## config.mk

```make
export PLATFORM = sky130hd
export DESIGN_NAME = pc_sequencer
export DESIGN_NICKNAME = d
export VERILOG_FILES = /design/src/rtl/pc_sequencer.sv
export SDC_FILE = /design/constraint.sdc
export NUM_CORES = 1
export LEC_CHECK = 0
export ABC_AREA = 0
export BUFFER_PORTS_ARGS = -buffer_cell sky130_fd_sc_hd__buf_2
export CORE_MARGIN = 2
export CORE_UTILIZATION = 60
export DETAILED_ROUTE_END_ITERATION = 8
export GPL_ROUTABILITY_DRIVEN = 0
export GPL_TIMING_DRIVEN = 0
export PLACE_DENSITY = 0.94
export REMOVE_ABC_BUFFERS = 1
export SLEW_MARGIN = 20
export SYNTH_ARGS = -nofsm -noshare
export SYNTH_HDL_FRONTEND = slang
export SYNTH_SLANG_ARGS = --single-unit
```

## constraint.sdc

```tcl
create_clock -name clk -period 9.99 [get_ports clk]
set_input_delay 0.4995 -clock clk [delete_from_list [all_inputs] [get_ports clk]]
set_output_delay 0.4995 -clock clk [all_outputs]
set_load 0.05 [all_outputs]
```

## src/rtl/pc_sequencer.sv

```systemverilog
// Next-PC sequencer for the MIPS fetch stage: owns the PC, handshakes with instruction memory,
// and redirects on jumps/taken branches. Define PC_DELAY_SLOT_EN for branch-delay-slot semantics.
module pc_sequencer #(
  parameter logic [31:0] RESET_VECTOR = 32'h0000_0000,
  parameter int          BOOT_CYCLES  = 1
) (
  input  logic        clk,
  input  logic        rst,
  input  logic        stall,
  input  logic        fetch_ready,
  input  logic        branch_req,
  input  logic        branch_taken,
  input  logic        jump_req,
  input  logic [15:0] imm16,
  input  logic [25:0] jidx26,
  output logic [31:0] pc_out,
  output logic        fetch_valid,
  output logic        flush,
  output logic [1:0]  state_dbg
);

  typedef enum logic [1:0] {
    ST_BOOT  = 2'd0,
    ST_RUN   = 2'd1,
    ST_REDIR = 2'd2,
    ST_DSLOT = 2'd3
  } state_t;

  localparam logic [3:0] BOOT_LAST = 4'(BOOT_CYCLES - 1);

  state_t      state;
  logic [3:0]  boot_cnt;
  logic [31:0] p4;
  logic [31:0] btgt;
  logic [31:0] jtgt;
  logic [31:0] redir_tgt;
  logic        redirect;
  logic        running;
  logic        accept;

  assign p4        = pc_out + 32'd4;
  assign btgt      = p4 + {{14{imm16[15]}}, imm16, 2'b00};
  assign jtgt      = {p4[31:28], jidx26, 2'b00};
  assign redirect  = jump_req | (branch_req & branch_taken);
  assign redir_tgt = jump_req ? jtgt : btgt;

  // A pending delay slot is still a fetching state; only BOOT and the REDIR bubble suppress fetch.
  assign running     = (state == ST_RUN) || (state == ST_DSLOT);
  assign fetch_valid = running & ~stall;
  assign accept      = fetch_valid & fetch_ready;
  assign state_dbg   = state;

`ifdef PC_DELAY_SLOT_EN
  logic [31:0] slot_tgt;
`endif

  // NOTE: every register below uses <= so all updates see the pre-edge values of pc_out and state.
  always_ff @(posedge clk) begin
    if (rst) begin
      pc_out   <= RESET_VECTOR;
      state    <= ST_BOOT;
      boot_cnt <= 4'd0;
      flush    <= 1'b0;
`ifdef PC_DELAY_SLOT_EN
      slot_tgt <= 32'd0;
`endif
    end else begin
      flush <= 1'b0;
      case (state)
        ST_BOOT: begin
          if (boot_cnt == BOOT_LAST) state <= ST_RUN;
          else                       boot_cnt <= boot_cnt + 4'd1;
        end
        ST_RUN: begin
          if (accept) begin
            if (redirect) begin
`ifdef PC_DELAY_SLOT_EN
              pc_out   <= p4;
              slot_tgt <= redir_tgt;
              state    <= ST_DSLOT;
`else
              pc_out <= redir_tgt;
              flush  <= 1'b1;
              state  <= ST_REDIR;
`endif
            end else begin
              pc_out <= p4;
            end
          end
        end
        ST_REDIR: state <= ST_RUN;
        ST_DSLOT: begin
`ifdef PC_DELAY_SLOT_EN
          // Redirect inputs on the delay-slot accept are ignored; the latched target wins.
          if (accept) begin
            pc_out <= slot_tgt;
            state  <= ST_RUN;
          end
`else
          state <= ST_RUN;
`endif
        end
        default: state <= ST_BOOT;
      endcase
    end
  end

endmodule

```

# ---- After elaboration in Yosys (flattened, before gate mapping)
# Cells that the tools add are included.
dict set report totals {
  register_bits 39
  in_bits 49
  out_inout_bits 36
  wordCells 36
}
dict set report op_classes {
  n_addsub 3
  n_eq_ne 6
  muxes 7
  bitwise_logic 8
  reduce_logical 8
}
# operator n
set op_table {}
lappend op_table {{$mux W32} 2}
lappend op_table {{$add A32 B3 Y32 const B} 1}
lappend op_table {{$add A32 B32 Y32} 1}
lappend op_table {{$mux W2} 3}
lappend op_table {{$ne A2 B2 Y1 const B} 3}
lappend op_table {{$pmux W2 S3} 1}
lappend op_table {{$add A4 B1 Y4 const B} 1}
lappend op_table {{$eq A2 B2 Y1 const B} 2}
lappend op_table {{$logic_not A4 Y1} 1}
lappend op_table {{$not A1 Y1} 4}
lappend op_table {{$reduce_and A2 Y1} 2}
lappend op_table {{$and A1 B1 Y1} 3}
lappend op_table {{$reduce_and A3 Y1} 1}
lappend op_table {{$reduce_or A3 Y1} 1}
lappend op_table {{$eq A2 B1 Y1 const B} 1}
lappend op_table {{$logic_not A2 Y1} 1}
lappend op_table {{$reduce_or A2 Y1} 1}
lappend op_table {{$logic_or A1 B1 Y1} 1}
lappend op_table {{$mux W1} 1}
lappend op_table {{$or A1 B1 Y1} 1}

# ---- Depth between registers and ports, before layout
# Gate-level depths: netlist of the first run.
dict set report logic_depth {
  word_depth 6
  depth_mapped 17
  ltp_nobuf 17
}

# ---- Worst setup path after synthesis of the first run
# OpenSTA, ideal clock, no wires.
dict set report synth_timing {
  kind {register to register}
  from {register pc_out[2]}
  to {register pc_out[31]}
  setup_time_ns 0.121
  arrival_ns 3.921
  required_ns 9.869
  slack_ns 5.948
  path_stages_with_launch 16
  n_path_buf 0
  period_less_slack_ns 4.042
  cell_sequence {dfxtp_1 > ha_1 > and4_4 > and3_4 > and3_4 > and3_4 > nand4_2 > xnor2_2 > ha_1 > nand4_1 > or2_2 > a211oi_1 > o21ai_0 > nand3b_1 > mux2i_1 > mux2_2}
}
dict set report synth_via {
  elab_chain_cells 4
}
# element line
set synth_rtl {}
lappend synth_rtl {{from (decl)} 16} ;# output logic [31:0] pc_out,
lappend synth_rtl {{from (signal assigned)} 82} ;# pc_out <= redir_tgt;
lappend synth_rtl {{from (signal assigned)} 87} ;# pc_out <= p4;
lappend synth_rtl {{$add A32 B3 Y32 (*)} 41} ;# assign p4 = pc_out + 32'd4;
lappend synth_rtl {{$add A32 B32 Y32} 42} ;# assign btgt = p4 + {{14{imm16[15]}}, imm16, 2'b00};
lappend synth_rtl {{$mux W32} 45} ;# assign redir_tgt = jump_req ? jtgt : btgt;
lappend synth_rtl {{$mux W32 (*)} 76} ;# if (redirect) begin
# Every way passes the cells marked *; elsewhere a longest branch is shown, timed or not.
# A chain may end at the register's enable or synchronous reset.

# ---- Worst setup path in the final report of the first run
# Same ends and word-level chain as after synthesis.

==> flow_metrics.tcl, run 1 <==
set metrics [dict create \
    status "finished, final reports clean" \
    vias_per_cell 6.782 \
    avgRoutedWirePerCell_um 18.25 \
    finalClockSkew_ns 0.004458 \
    max-vdd-ir-drop_mv 0.06667 \
    first_pass_iters 6 \
    start_kind "flop" \
    coreArea_um2 6719 \
    hold_slack_ns 0.4783 \
    postCtsHoldBufs 0 \
    tightest_slew_ns 0.9846 \
    comb_power_share 0.306 \
    dp_hpwl_um 8984 \
    netlist_area_um2 4104 \
    io_buffers 82 \
    critPathKind "flop to flop" \
    die_area_um2 7518 \
    synth_edf_count 0 \
    finalHoldViolations 0 \
    ys_seq_area_frac 0.1805 \
    die_x_um 86.71 \
    cts_buffers 5 \
    ant_nets 0 \
    grt_use_total 0.3293 \
    ys_types 67 \
    drt_iter0_markers 691 \
    postCtsSetupBuffers 0 \
    period_share 0.4512 \
    grt_setup_unrepaired "false" \
    syn_avg_cell_area_um2 7.572 \
    grt_max_degree 37 \
    setup_viol 0 \
    swShare 0.3559 \
    clock_path_buffers 2 \
    power_density_nw_per_um2 102.3 \
    synth_seq_cells 37 \
    clock_latency_ns 0.30 \
    synthToLayoutAreaGrowth_pct 12.29 \
    clockPowerShare 0.354 \
    drc_errors 0 \
    synth_cells 542 \
    p_leak_nw 2.138 \
    cts_tree "yes" \
    maxSlewHeadroom 0.3412 \
    fin_nets 697 \
    post-route-min-period_ns 4.507 \
    n_antenna_cell 0 \
    internal_power_mw 0.3036 \
    wl_um 12580 \
    ys.flop_type "dfxtp_1" \
    cts_sinks 37 \
    cp.required_ns 10.18 \
    start_util 0.6108 \
    max_freq_ghz 0.2219 \
    antenna_found_initial 0 \
    cts.root.buffer_cell "clkbuf_8" \
    crit_fanout 10 \
    grt_pass1_wl_um 20270 \
    drive_gt1_frac 0.1888 \
    grt_pass1_vias 4342 \
    hold_class "primary input to flop" \
    cts_max_level 2 \
    synthArstFlopShare 0 \
    cts_resized 0 \
    power_switching_mw 0.1677 \
    worstSetupEndpointType "flop" \
    maxCapViolCount 0 \
    slew_violations 0 \
    setup_tns_ns 0 \
    num_vias 4673 \
    fp.dieH_um 86.71 \
    seq_power_share 0.340 \
    overflow 0 \
    io_pins 85 \
    clk_pin_slew_ns 0.09 \
    arrival_ns 4.70 \
    rows 30 \
    yosys_warnings 0 \
]
-- cells in the final DEF, fill, tap and decap left out, types with 3 or more instances in the layout --
cell,Yosys,final
dfxtp_1,37,37
o211ai_1,14,14
a21oi_1,55,55
o21a_1,3,3
a211oi_1,5,5
nand2_1,55,55
nor3_1,12,12
o22ai_1,3,3
clkbuf_8,5,5
nand3_1,21,21
xnor2_1,30,30
and4_1,4,4
a32o_1,3,3
a21o_1,16,16
buf_2,0,82
and3_1,6,6
nand4_1,15,15
inv_1,16,16
a31oi_1,9,9
or3_1,6,6
o21ai_0,30,30
and3_4,3,3
nor2b_1,3,3
and3_2,4,4
o21bai_1,4,4
mux2i_1,6,6
nand2b_1,5,5
ha_1,39,39
xor2_1,21,21
nor2_1,48,48
-- stage by stage --
stage	total power [mW]	cells	utilization	area (µm²)	setup slack, ns
floorplan	0.2612	519	-	3960	5.941
global placement	0.2969	681	0.6654	4471	5.794
detailed placement	0.3025	681	0.6654	4471	5.653
CTS	0.4675	689	0.6858	4608	5.631
global route	0.4863	689	0.6858	4608	5.418
finish	0.4714	689	0.6858	4608	5.483
-- path summary, 6_finish.rpt --
kind	from	end	slack, ns	cells past startpoint
max	pc_out[2]	pc_out[31]	5.48	15
min	jidx26[15]	pc_out[17]	0.48	3
max reg2reg	pc_out[2]	pc_out[31]	5.48	15
min reg2reg	boot_cnt[3]	boot_cnt[3]	0.53	2
-- cell type report --
cell class | count | area (µm²)
Clock buffer | 5 | 68.82
Clock inverter | 3 | 68.82
Fill cell | 503 | 2111
Inverter | 16 | 60.06
Multi-Input combinational cell | 466 | 3159
Sequential cell | 37 | 740.7
Tap cell | 80 | 100.1
Timing Repair Buffer | 82 | 410.4
-- cell families (layout without fill, tap and decap cells) --
kind of cell,count (synthesis),count (layout),synth area share
compound gates,166,166,0.2656
other cells,1,2,0.0009138
mux,7,7,0.01738
xor+xnor,53,53,0.1168
buf+inv,40,106,0.05061
fa+ha+maj,40,40,0.1238
simple gates,198,198,0.2445
flops,37,37,0.1805
-- worst max-delay path: stages (launching register included) --
cell and delay, ns:
dfxtp_1 0.55, ha_1 0.30, and4_4 0.26, and3_4 0.20
and3_4 0.22, and3_4 0.20, nand4_2 0.15, xnor2_2 0.19
ha_1 0.42, nand4_1 0.21, or2_2 0.36, a211oi_1 0.39
nor3_1 0.11, nand3b_1 0.23, mux2i_1 0.27, mux2_2 0.36
-- power groups by stage --
stage | clock network [mW] | logic (mW) | registers (mW)
after global placement | 0 | 0.134 | 0.163
after floorplan | 0 | 0.0830 | 0.178
after global routing | 0.171 | 0.155 | 0.161
after CTS | 0.167 | 0.141 | 0.160
final | 0.167 | 0.144 | 0.160
after detailed placement | 0 | 0.139 | 0.163
-- synth_stat cells (3+ instances only) --
library cell,number,area (µm²)
o211ai_1,14,105.1
a31oi_1,9,56.30
a21oi_1,55,275.3
nand2_1,55,206.5
nand4_1,15,93.84
o21a_1,3,22.52
a32o_1,3,30.03
a211oi_1,5,37.54
and3_2,4,30.03
inv_1,16,60.06
o21bai_1,4,30.03
and3_4,3,33.78
a21o_1,16,120.1
clkbuf_1,15,56.30
o21ai_0,30,150.1
or3_1,6,37.54
xnor2_1,30,262.8
and3_1,6,37.54
nor2b_1,3,18.77
clkbuf_8,5,68.82
and4_1,4,35.03
nand3_1,21,105.1
dfxtp_1,37,740.7
nor2_1,48,180.2
nor3_1,12,60.06
nand2b_1,5,31.28
mux2i_1,6,60.06
o22ai_1,3,18.77
ha_1,39,488.0
xor2_1,21,183.9
-- sequential cells by signal, summed over array words and instances (netlist names) --
signal / flops
pc_out: 30
boot_cnt: 4
state_dbg: 2
flush: 1
-- routing by layer --
metal | share of wire | global-route usage | vias to the layer above
met3 | 0.10 | 0.04190 | 88
met1 | 0.39 | 0.4154 | 2093
met5 | 0 | 0 | -
met2 | 0.46 | 0.5524 | 375
met4 | 0.050 | 0.1619 | 0
li1 | - | - | 2117
Note: power is estimated with default switching activity, not from simulation.
==> run 2, diff against run 1 <==
--- a/config.mk
+++ b/config.mk
@@ -8,11 +8,11 @@
 export ABC_AREA = 0
 export BUFFER_PORTS_ARGS = -buffer_cell sky130_fd_sc_hd__buf_2
 export CORE_MARGIN = 2
-export CORE_UTILIZATION = 60
+export CORE_UTILIZATION = 57
 export DETAILED_ROUTE_END_ITERATION = 8
 export GPL_ROUTABILITY_DRIVEN = 0
 export GPL_TIMING_DRIVEN = 0
-export PLACE_DENSITY = 0.94
+export PLACE_DENSITY = 0.91
 export REMOVE_ABC_BUFFERS = 1
 export SLEW_MARGIN = 20
 export SYNTH_ARGS = -nofsm -noshare
==> constraint.sdc (replaced) <==
create_clock -name clk -period 4.3 [get_ports clk]
set_input_delay 0.215 -clock clk [delete_from_list [all_inputs] [get_ports clk]]
set_output_delay 0.215 -clock clk [all_outputs]
set_load 0.05 [all_outputs]
==> flow_metrics.tcl, run 2 (synthesis results as in run 1) <==
set metrics [dict create \
    status "finished, final reports clean" \
    io_buffers 82 \
    drive_gt1_frac 0.2036 \
    post-route-min-period_ns 4.155 \
    setup_viol 0 \
    die_area_um2 7894 \
    postCtsSetupBuffers 0 \
    largest_reg_flops 30 \
    cts_max_level 2 \
    maxCapViolCount 0 \
    grt_pass1_wl_um 19420 \
    tightest_slew_ns 1.047 \
    power_density_nw_per_um2 225.5 \
    layout_common_cells "buf_2 (82), nand2_1 (55), a21oi_1 (55)" \
    grt_max_degree 37 \
    cts_sinks 37 \
    postCtsHoldBufs 0 \
    dp_hpwl_um 8981 \
    first_pass_iters 5 \
    crit_fanout 6 \
    setup_tns_ns 0 \
    io_pins 85 \
    finalHoldViolations 0 \
    swShare 0.3811 \
    hold_class "primary input to flop" \
    rows 30 \
    cts_resized 0 \
    worstSetupEndpointType "flop" \
    cts_buffers 5 \
    slew_violations 0 \
    internal_power_mw 0.6460 \
    coreArea_um2 6869 \
    arrival_ns 4.40 \
    clk_pin_slew_ns 0.09 \
    finalClockSkew_ns 0.01346 \
    critPathKind "flop to flop" \
    clockPowerShare 0.321 \
    clock_latency_ns 0.32 \
    grt_use_total 0.3117 \
    maxSlewHeadroom 0.3003 \
    cts.root.buffer_cell "clkbuf_8" \
    max-vdd-ir-drop_mv 0.1774 \
    num_vias 4610 \
    fp.dieH_um 88.85 \
    seq_power_share 0.358 \
    wl_um 12580 \
    drc_errors 0 \
    grt_setup_unrepaired "false" \
    clock_path_buffers 2 \
    antenna_found_initial 0 \
    vias_per_cell 6.539 \
    drt_iter0_markers 439 \
    regMostFlops "pc_out" \
    cp.required_ns 4.54 \
    ant_nets 0 \
    period_share 0.9662 \
    power_mw 1.044 \
    final_common_cell "buf_2" \
    cts_tree "yes" \
    p_leak_nw 2.127 \
    max_freq_ghz 0.2407 \
    die_x_um 88.85 \
    fin_nets 697 \
    avgRoutedWirePerCell_um 17.85 \
    overflow 0 \
    power_switching_mw 0.3978 \
    comb_power_share 0.321 \
    start_util 0.5974 \
    start_kind "flop" \
    grt_pass1_vias 4063 \
    n_antenna_cell 0 \
    synthToLayoutAreaGrowth_pct 12.77 \
]
==> run 2: layout make-up <==
type,count,area [µm²]
Fill cell,555,2241
Timing Repair Buffer,82,410.4
Clock inverter,3,46.29
Sequential cell,37,749.5
Clock buffer,5,68.82
Tap cell,96,120.1
Multi-Input combinational cell,466,3173
Inverter,16,60.06
==> run 2: power groups by stage <==
stage               sequential (mW)  combinational, mW  clock, mW
global placement              0.379              0.312          0
detailed placement            0.380              0.323          0
finish                        0.374              0.335      0.335
CTS                           0.372              0.326      0.329
floorplan                     0.414              0.193          0
global route                  0.375              0.358      0.347
==> run 2: worst max-delay path, stage by stage (launching register included) <==
cell	delay (ns)
dfxtp_1	0.44
nand4_1	0.16
or3_1	0.41
nor2_2	0.21
nand3_1	0.25
nor2_4	0.19
nand3_1	0.12
xnor2_1	0.24
ha_1	0.35
a2111oi_1	0.42
a22oi_1	0.14
a21o_1	0.21
a221o_1	0.35
a41oi_2	0.18
xnor2_1	0.15
mux2i_1	0.10
a21oi_1	0.17
==> run 2: routing by layer <==
metal  GRT usage  vias to the layer above  wire length [µm]
li1            -                     2121                 -
met1      0.4180                     2110              5144
met2      0.5075                      329              5671
met3     0.04104                       50              1326
met4      0.1198                        0               439
met5           0                        -                 0
==> run 2: path summary, 6_finish.rpt <==
kind,endpoint,slack [ns],cells after the start,startpoint
min reg2reg,pc_out[14],0.53,2,pc_out[14]
max reg2reg,pc_out[30],0.15,16,pc_out[13]
min,pc_out[15],0.18,3,jidx26[13]
max,pc_out[30],0.15,16,pc_out[13]
==> run 2: through the flow <==
stage	instance area [µm²]	setup slack (ns)	hold WS, ns	cells	util
after detailed placement	4491	0.1580	0.5042	697	0.6537
after global routing	4628	0.002985	0.1949	705	0.6738
after floorplan	3960	0.2514	0.2841	519	-
after global placement	4491	0.1842	0.4954	697	0.6537
final	4628	0.1453	0.1820	705	0.6738
after CTS	4606	0.09751	0.1873	705	0.6705
